### src/rtl/nco_phase_scheduler.sv
`default_nettype none
// ============================================================================
//  Module      : nco_phase_scheduler
//  Description : Multi-channel NCO phase sequencer. One registered mod-360
//                stage is time-shared round-robin among NUM_CH phase
//                accumulators. Each result goes out over valid/ready.
//                Optional macro NCO_WRAP_FLAG_EN adds the out_wrap output.
//  Revision    : 1.0 - initial release
// ============================================================================
module nco_phase_scheduler #(
    parameter int NUM_CH = 4,
    parameter int CH_W   = $clog2(NUM_CH)
) (
    input  logic              clk,
    input  logic              rst,
    input  logic [NUM_CH-1:0] ch_en,
    input  logic              cfg_we,
    input  logic [CH_W-1:0]   cfg_ch,
    input  logic [15:0]       cfg_step,
    input  logic [8:0]        cfg_phase,
    output logic              out_valid,
    input  logic              out_ready,
    output logic [8:0]        out_phase,
    output logic [CH_W-1:0]   out_ch,
    output logic              busy
`ifdef NCO_WRAP_FLAG_EN
    ,
    output logic              out_wrap
`endif
);

    localparam int              c_cw1      = CH_W + 1;
    localparam logic [CH_W:0]   c_num_ch   = c_cw1'(NUM_CH);
    localparam logic [CH_W-1:0] c_last_ch  = CH_W'(NUM_CH - 1);
    localparam logic [16:0]     c_mod17    = 17'd360;
    localparam logic [8:0]      c_mod9     = 9'd360;

    typedef enum logic [1:0] {
        S_IDLE  = 2'd0,
        S_ISSUE = 2'd1,
        S_MOD   = 2'd2,
        S_OUT   = 2'd3
    } state_t;

    state_t            r_state_q, w_state_d;
    logic [8:0]        r_phase_q [NUM_CH];
    logic [8:0]        w_phase_d [NUM_CH];
    logic [15:0]       r_step_q  [NUM_CH];
    logic [15:0]       w_step_d  [NUM_CH];
    logic [CH_W-1:0]   r_rr_q,        w_rr_d;
    logic [CH_W-1:0]   r_ch_q,        w_ch_d;
    logic [16:0]       r_sum_q,       w_sum_d;
    logic              r_out_valid_q, w_out_valid_d;
    logic [8:0]        r_out_phase_q, w_out_phase_d;
    logic [CH_W-1:0]   r_out_ch_q,    w_out_ch_d;
`ifdef NCO_WRAP_FLAG_EN
    logic              r_out_wrap_q,  w_out_wrap_d;
`endif

    logic              w_found;
    logic [CH_W-1:0]   w_pick;
    logic [CH_W:0]     w_idx;
    logic [16:0]       w_new_sum;
    logic [8:0]        w_cfg_phase_red;
    logic              w_cfg_hit;

    // Round-robin pick: first enabled channel at or after r_rr_q, circularly.
    always_comb begin
        w_found = 1'b0;
        w_pick  = '0;
        w_idx   = '0;
        for (int i = 0; i < NUM_CH; i++) begin
            w_idx = {1'b0, r_rr_q} + c_cw1'(i);
            if (w_idx >= c_num_ch) begin
                w_idx = w_idx - c_num_ch;
            end
            if (!w_found && ch_en[w_idx[CH_W-1:0]]) begin
                w_found = 1'b1;
                w_pick  = w_idx[CH_W-1:0];
            end
        end
    end

    // Operand add (never overflows 17 bits) and preload reduction; the preload
    // is at most 511 so a single conditional subtract reduces it fully.
    always_comb begin
        w_new_sum       = {8'b0, r_phase_q[w_pick]} + {1'b0, r_step_q[w_pick]};
        w_cfg_phase_red = (cfg_phase >= c_mod9) ? (cfg_phase - c_mod9) : cfg_phase;
        w_cfg_hit       = cfg_we && ({1'b0, cfg_ch} < c_num_ch);
    end

    // Next-state logic; a config write is applied last so it wins over the
    // write-back of a handshaking result on the same channel.
    always_comb begin
        w_state_d     = r_state_q;
        w_phase_d     = r_phase_q;
        w_step_d      = r_step_q;
        w_rr_d        = r_rr_q;
        w_ch_d        = r_ch_q;
        w_sum_d       = r_sum_q;
        w_out_valid_d = r_out_valid_q;
        w_out_phase_d = r_out_phase_q;
        w_out_ch_d    = r_out_ch_q;
`ifdef NCO_WRAP_FLAG_EN
        w_out_wrap_d  = r_out_wrap_q;
`endif
        case (r_state_q)
            S_IDLE: begin
                if (|ch_en) begin
                    w_state_d = S_ISSUE;
                end
            end
            S_ISSUE: begin
                if (w_found) begin
                    w_ch_d    = w_pick;
                    w_sum_d   = w_new_sum;
                    w_state_d = S_MOD;
                end else begin
                    w_state_d = S_IDLE;
                end
            end
            S_MOD: begin
                w_out_phase_d = 9'(r_sum_q % c_mod17);
                w_out_ch_d    = r_ch_q;
                w_out_valid_d = 1'b1;
`ifdef NCO_WRAP_FLAG_EN
                w_out_wrap_d  = (r_sum_q >= c_mod17);
`endif
                w_state_d     = S_OUT;
            end
            default: begin
                if (out_ready) begin
                    w_phase_d[r_out_ch_q] = r_out_phase_q;
                    w_rr_d        = (r_out_ch_q == c_last_ch) ? '0 : r_out_ch_q + 1'b1;
                    w_out_valid_d = 1'b0;
                    w_state_d     = S_ISSUE;
                end
            end
        endcase
        if (w_cfg_hit) begin
            w_step_d[cfg_ch]  = cfg_step;
            w_phase_d[cfg_ch] = w_cfg_phase_red;
        end
    end

    // State registers; reset aborts any in-flight result immediately.
    always_ff @(posedge clk or posedge rst) begin
        if (rst) begin
            r_state_q     <= S_IDLE;
            for (int i = 0; i < NUM_CH; i++) begin
                r_phase_q[i] <= '0;
                r_step_q[i]  <= '0;
            end
            r_rr_q        <= '0;
            r_ch_q        <= '0;
            r_sum_q       <= '0;
            r_out_valid_q <= 1'b0;
            r_out_phase_q <= '0;
            r_out_ch_q    <= '0;
`ifdef NCO_WRAP_FLAG_EN
            r_out_wrap_q  <= 1'b0;
`endif
        end else begin
            r_state_q     <= w_state_d;
            r_phase_q     <= w_phase_d;
            r_step_q      <= w_step_d;
            r_rr_q        <= w_rr_d;
            r_ch_q        <= w_ch_d;
            r_sum_q       <= w_sum_d;
            r_out_valid_q <= w_out_valid_d;
            r_out_phase_q <= w_out_phase_d;
            r_out_ch_q    <= w_out_ch_d;
`ifdef NCO_WRAP_FLAG_EN
            r_out_wrap_q  <= w_out_wrap_d;
`endif
        end
    end

    assign out_valid = r_out_valid_q;
    assign out_phase = r_out_phase_q;
    assign out_ch    = r_out_ch_q;
    assign busy      = (r_state_q != S_IDLE);
`ifdef NCO_WRAP_FLAG_EN
    assign out_wrap  = r_out_wrap_q;
`endif

endmodule
`default_nettype wire

### config.mk
export PLATFORM = sky130hd
export DESIGN_NAME = nco_phase_scheduler
export DESIGN_NICKNAME = d
export VERILOG_FILES = /design/src/rtl/nco_phase_scheduler.sv
export SDC_FILE = /design/constraint.sdc
export NUM_CORES = 1
export LEC_CHECK = 0
export CORE_MARGIN = 10
export CORE_UTILIZATION = 62
export DETAILED_ROUTE_END_ITERATION = 16
export PLACE_DENSITY = 0.82
export SLEW_MARGIN = 20
export SYNTH_ARGS = -nofsm -noshare
export SYNTH_HDL_FRONTEND = slang
export SYNTH_SLANG_ARGS = --single-unit
### constraint.sdc
create_clock -name clk -period 9.4 [get_ports clk]
set_input_delay 1.88 -clock clk [delete_from_list [all_inputs] [get_ports clk]]
set_output_delay 1.88 -clock clk [all_outputs]
set_load 0.03 [all_outputs]
==> run_results.csv, run 1 <==
group,metric,value,unit
placed_design,io_buffers,47,
yosys,async_flop_share,100,%
worst_hold_path,hp-start,"r_ch_q[1]",
clocking,clk_path_buf_depth,2,
yosys,synth_seq_area_share,34.3,%
floorplan,num_rows,46,
global_routing,grt-ovfl-total,0,
critical_path,crit_fanout,19,
placed_design,placed_cell_area,10400,um^2
sta,rsz0062_at_grt,"false",
flow_run,cap_violations,0,
floorplan,die_h,146,um
clocking,numCtsBuffers,17,
run_status,status,"completed",
floorplan,start_util,62.7,%
global_routing,track_usage,22.9,%
critical_path,reg2reg_depth,21,
critical_path,cp.required,9.70,ns
clocking,post_cts_buffers,0,
yosys,netlist_area,9860,um^2
drt,viasPerCell,6.43,
critical_path,r2r_setup_slack,1.01,ns
drt,firstDrtPassIters,5,
finish,design_area,10900,um^2
sta,tightest_slew,0.862,ns
sta,finalHoldViolations,0,
floorplan,dieArea,21300,um^2
clocking,clock_latency,0.42,ns
finish,syn_to_final_growth,10.9,%
finish,mostFrequentLayoutCell,"dfrtp_1",
clocking,cts_tree,"done",
yosys,synth_top_area_share,34.3,%
yosys,synth_area_leader_cell,"dfrtp_1",
finish,final_nets,1196,
placed_design,dp_slack,1.24,ns
yosys,synth_area_per_cell,8.68,um^2
global_routing,grt_max_degree,71,
critical_path,worstReg2RegEnd,"out_phase[6]",
worst_hold_path,min_path_type,"reg -> reg",
critical_path,critPathKind,"reg -> reg",
finish,fill_cells,1176,
clocking,cts_hold_buffers,0,
sta,finClkSkew,0.00747,ns
drt,drc,0,
finish,drive_above_1_share,14.4,%
critical_path,crit_arrival,8.69,ns
critical_path,end_kind,"flip-flop",
sta,maxSlewViolCount,0,
yosys,synth.area.top_cells,"dfrtp_1, mux2_2, nand2_1, nor2_1, mux2i_1",
drt,drtIter0Drc,820,
yosys,synth_edf_count,0,
worst_hold_path,whs_path_depth,2,
worst_hold_path,whs_endpoint,"r_ch_q[1]",
yosys,ys_ff_latch,135,
clocking,cts_root_buf,"clkbuf_16",
placed_design,dp_hpwl,16600,um
yosys,synth.distinct_cells,90,
sta,tns,0,ns
yosys,syn_inst,1135,
sta,fmax,119,MHz
finish,multi_input_area,6060,um^2
floorplan,fp.dieW,146,um
sta,finalWorstPathRequiredPeriod,8.39,ns
critical_path,rr_startpoint,"r_sum_q[11]",
clocking,htreeDepth,4,
drt,wl_per_cell,18.3,um
global_routing,antenna_found_initial,0,
yosys,yosysWarningCount,0,
sta,setup_viol,0,
critical_path,critPathLaunchType,"flip-flop",
clocking,clk_pin_slew_worst_paths,0.06,ns
sta,relSlewSlack,41.0,%
finish,layout_common_cells,"dfrtp_1, nand2_1, nor2_1, mux2_2, o21ai_0",
yosys,synth_nets,1190,
finish,regArea,3380,um^2
floorplan,core_area,15700,um^2
floorplan,io_pins,48,
sta,setup_slack,1.01,ns
global_routing,grt_pass1_wl,41200,um
clocking,cts_resized,0,
placed_design,gp_congestion,0.942,
yosys,ys.flop_type,"dfrtp_1",
clocking,cts.sinks,135,
sta,finalCritPeriodShare,89.3,%
drt,ant_nets,0,
finish,antenna_cells,0,
global_routing,grt_pass1_vias,8584,
drt,vias,8803,
drt,wl,25000,um
## state kept, by name, summed over array words and instances (netlist names)
register,cells
r_rr_q,2
r_state_q,2
r_phase_q,36
r_sum_q,17
r_ch_q,2
out_valid,1
out_ch,2
r_step_q,64
out_phase,9
## metal layers
layer	track usage, %	part of all wire, %	vias to the layer above	wire [um]
met5	0	0	-	0
met4	9.51	2.5	0	632
met3	4.36	5.3	54	1320
met2	39.6	49	340	12400
met1	27.4	43	4241	10700
li1	-	-	4168	-
## synthesized netlist by cell type (5+ instances only)
cell	instances
a21oi_1	67
nand2_1	129
nor4_1	11
a211o_1	6
nor2_1	103
buf_6	6
o211ai_1	5
xor2_1	8
and2_1	26
o31ai_1	7
or4_1	5
ha_1	19
nand3_1	40
nor3_1	31
dfrtp_1	135
a211oi_2	6
clkbuf_1	52
o21ai_1	7
or3_1	7
o22ai_1	5
o21bai_1	5
o21a_1	6
a31oi_1	29
nor2b_1	5
a21o_1	12
o21ai_0	69
inv_1	30
xnor2_1	29
buf_2	8
mux2_2	77
mux2i_1	37
a211oi_1	29
## layout make-up
class | count | share of cell area, %
Multi-Input combinational cell | 899 | 55.4
Sequential cell | 135 | 30.9
Timing Repair Buffer | 57 | 4.99
Clock buffer | 22 | 4.16
Tap cell | 216 | 2.47
Inverter | 31 | 1.09
Clock inverter | 10 | 0.950
## through the flow
stage | hold slack (ns) | util [%] | instances
floorplan | 0.450 | - | 1135
CTS | 0.484 | 69.5 | 1370
global route | 0.512 | 69.5 | 1370
detailed placement | 0.470 | 66.0 | 1338
global placement | 0.462 | 66.0 | 1338
finish | 0.486 | 69.5 | 1370
## worst max-delay path, stage by stage (launching register included)
cell and delay, ns:
dfrtp_1 0.72, nor2_1 0.18, o21ai_2 0.31, a31oi_1 0.20, or2_1 0.30, or3_1 0.48, o311a_1 0.41, nor3_2 0.58
a211oi_1 0.21, a211oi_1 0.55, a21oi_2 0.29, o32a_4 0.48, a2111oi_0 0.77, a211oi_2 0.15, o22ai_2 0.35, mux2i_2 0.55
nand3_1 0.33, a21oi_1 0.26, nand3_1 0.20, o311a_1 0.36, o211a_1 0.22, a2111o_1 0.35
## how the worst max path moves through the flow
| stage | end | cells past startpoint | start | slack [ns] |
|---|---|---|---|---|
| floorplan | out_phase[6] | 25 | r_sum_q[15] | 2.53 |
| global placement | out_phase[6] | 22 | r_sum_q[16] | 1.38 |
| detailed placement | out_phase[4] | 22 | r_sum_q[11] | 1.24 |
| CTS | out_phase[6] | 22 | r_sum_q[11] | 1.18 |
| global route | out_phase[4] | 21 | r_sum_q[11] | 0.47 |
| finish | out_phase[6] | 21 | r_sum_q[11] | 1.01 |
## cells by family after synthesis
group                    share of synthesized area, %
AO/OA/AOI/OAI                                    23.5
XOR/XNOR                                         3.29
adder cells (fa/ha/maj)                          2.62
buffers and inverters                            4.52
flip-flops                                       34.3
multiplexers                                     13.0
AND/OR/NAND/NOR                                  18.8
Power of run 1 is not shown: default switching activity piles up to over one toggle a cycle in this logic, so the estimate is an artifact.
==> inputs of run 2 (changes only) <==
--- a/config.mk
+++ b/config.mk
@@ -6,9 +6,9 @@
 export NUM_CORES = 1
 export LEC_CHECK = 0
 export CORE_MARGIN = 10
-export CORE_UTILIZATION = 62
+export CORE_UTILIZATION = 56
 export DETAILED_ROUTE_END_ITERATION = 16
-export PLACE_DENSITY = 0.82
+export PLACE_DENSITY = 0.78
 export SLEW_MARGIN = 20
 export SYNTH_ARGS = -nofsm -noshare
 export SYNTH_HDL_FRONTEND = slang
==> constraint.sdc (replaced) <==
create_clock -name clk -period 7.1 [get_ports clk]
set_input_delay 1.42 -clock clk [delete_from_list [all_inputs] [get_ports clk]]
set_output_delay 1.42 -clock clk [all_outputs]
set_load 0.03 [all_outputs]
==> run 2 against run 1 <==
Against the previous run: cell count rose by 6.2%; largest cell class unchanged; highest routed layer unchanged; worst hold slack got worse by 0.0033 ns; critical path type unchanged; clock skew decreased by 0.00088 ns.
==> run_results.csv, run 2 (synthesis gave the netlist of run 1 again) <==
group,metric,value,unit
finish,final_nets,1272,
drt,wl,26200,um
finish,top_register,"r_step_q",
sta,setup_slack,0.138,ns
finish,antenna_cells,0,
critical_path,crit_arrival,7.26,ns
global_routing,grt_pass1_vias,8619,
floorplan,io_pins,48,
placed_design,gp_congestion,0.937,
drt,firstDrtPassIters,5,
drt,drtIter0Drc,755,
critical_path,end_kind,"flip-flop",
drt,viasPerCell,6.30,
finish,syn_to_final_growth,19.8,%
placed_design,io_buffers,47,
global_routing,grt_max_degree,82,
sta,fmax,144,MHz
worst_hold_path,hp-start,"r_ch_q[0]",
global_routing,grt-ovfl-total,0,
placed_design,dp_slack,-0.0638,ns
worst_hold_path,whs_path_depth,2,
critical_path,crit_fanout,8,
critical_path,rr_startpoint,"r_sum_q[11]",
sta,finalWorstPathRequiredPeriod,6.96,ns
drt,ant_nets,0,
floorplan,core_area,17300,um^2
run_status,status,"completed",
finish,final_cells,1455,
sta,setup_viol,0,
sta,finalCritPeriodShare,98.1,%
sta,relSlewSlack,33.6,%
finish,largest_reg_flops,64,
critical_path,reg2reg_depth,24,
floorplan,fp.dieW,153,um
drt,drc,0,
drt,wl_per_cell,18.0,um
finish,final_util,68.2,%
placed_design,place_inst,1408,
critical_path,critPathKind,"reg -> reg",
floorplan,dieArea,23300,um^2
clocking,clock_latency,0.42,ns
clocking,clk_pin_slew_worst_paths,0.06,ns
critical_path,cp.required,7.40,ns
placed_design,dp_hpwl,17800,um
finish,layout_common_cells,"nand2_1, dfrtp_1, nor2_1, buf_4, mux2_2",
floorplan,start_util,57.0,%
sta,finalHoldViolations,0,
finish,drive_above_1_share,23.0,%
critical_path,r2r_setup_slack,0.14,ns
floorplan,die_h,153,um
critical_path,worstReg2RegEnd,"out_phase[6]",
sta,finClkSkew,0.00659,ns
clocking,cts_root_buf,"clkbuf_16",
flow_run,cap_violations,0,
clocking,numCtsBuffers,17,
critical_path,critPathLaunchType,"flip-flop",
sta,tightest_slew,0.996,ns
worst_hold_path,whs_endpoint,"r_ch_q[0]",
global_routing,grt_pass1_wl,42400,um
clocking,cts_tree,"done",
global_routing,antenna_found_initial,0,
finish,top_regs,"r_step_q: 64 flops, r_phase_q: 36 flops, r_sum_q: 17 flops",
finish,fill_cells,1272,
sta,maxSlewViolCount,0,
clocking,cts.sinks,135,
sta,whs,0.483,ns
worst_hold_path,min_path_type,"reg -> reg",
clocking,htreeDepth,4,
drt,vias,9161,
floorplan,num_rows,48,
clocking,clk_path_buf_depth,2,
global_routing,track_usage,21.2,%
run 2: changes by cell type in the layout (fill, tap and decap cells not counted), sizes merged:
cell      before  now
buf           10   85
clkinv         9    6
clkinvlp       0    2
a211o          6    7
bufinv         2    3
clkbuf        22   21
inv           30   31
run 2: worst max-delay path: stages, from the launching register on:
cell,delay [ns]
dfrtp_2,0.45
nand3_2,0.13
nor3_1,0.43
nor3_1,0.17
o311ai_2,0.36
nand2_1,0.12
or4_1,0.51
o211a_4,0.19
a21oi_1,0.25
a31oi_1,0.15
and3_2,0.30
a32o_1,0.29
o32a_4,0.40
a211o_4,0.39
o21a_2,0.25
or3_4,0.38
a311oi_4,0.40
buf_4,0.18
a31oi_1,0.03
and4_4,0.22
a21oi_1,0.19
nand3_2,0.16
o311a_1,0.34
o211a_1,0.21
a2111o_1,0.33
run 2: how the worst max path moves through the flow:
stage                      startpoint           end  slack [ns]  depth (start not counted)
after detailed placement  r_sum_q[11]  out_phase[6]       -0.06                         23
after CTS                 r_sum_q[11]  out_phase[6]        0.01                         23
after floorplan           r_sum_q[15]  out_phase[6]        0.23                         25
after global placement    r_sum_q[14]  out_phase[6]        0.09                         26
after global routing      r_sum_q[11]  out_phase[6]        -0.1                         24
final                     r_sum_q[11]  out_phase[6]        0.14                         24
run 2: layout make-up:
cell class | instances | area [um^2] | area share, %
clock buffer | 21 | 440 | 3.73
clock inverter | 11 | 150 | 1.27
inverter | 31 | 119 | 1.01
multi-input combinational | 900 | 6300 | 53.4
sequential | 135 | 3390 | 28.7
tap | 225 | 282 | 2.38
timing repair buffer | 132 | 1120 | 9.52
run 2: layer usage:
metal | routed length [um] | up-vias | track usage [%]
met4 | 550 | 0 | 7.95
met3 | 1480 | 46 | 3.33
met1 | 11100 | 4440 | 26.7
met5 | 0 | - | 0
li1 | - | 4333 | -
met2 | 13100 | 342 | 35.8
run 2: through the flow:
step / instance area, um^2 / TNS, ns
6_report: 11800 / 0
4_1_cts: 11500 / 0
3_5_place_dp: 10800 / -0.135
5_1_grt: 11800 / -0.180
3_3_place_gp: 10800 / 0
2_1_floorplan: 9860 / 0
run 2: timing repair:
action / CTS / global route
setup buffers: 0 / 14
gates resized for setup: 10 / 47
cloned: 0 / 1
pin swaps: 2 / 12
setup endpoints to repair: 5 / 6
hold endpoints to repair: 0 / 0
hold buffers: 0 / 0
Power of run 2 is left out for the same reason.
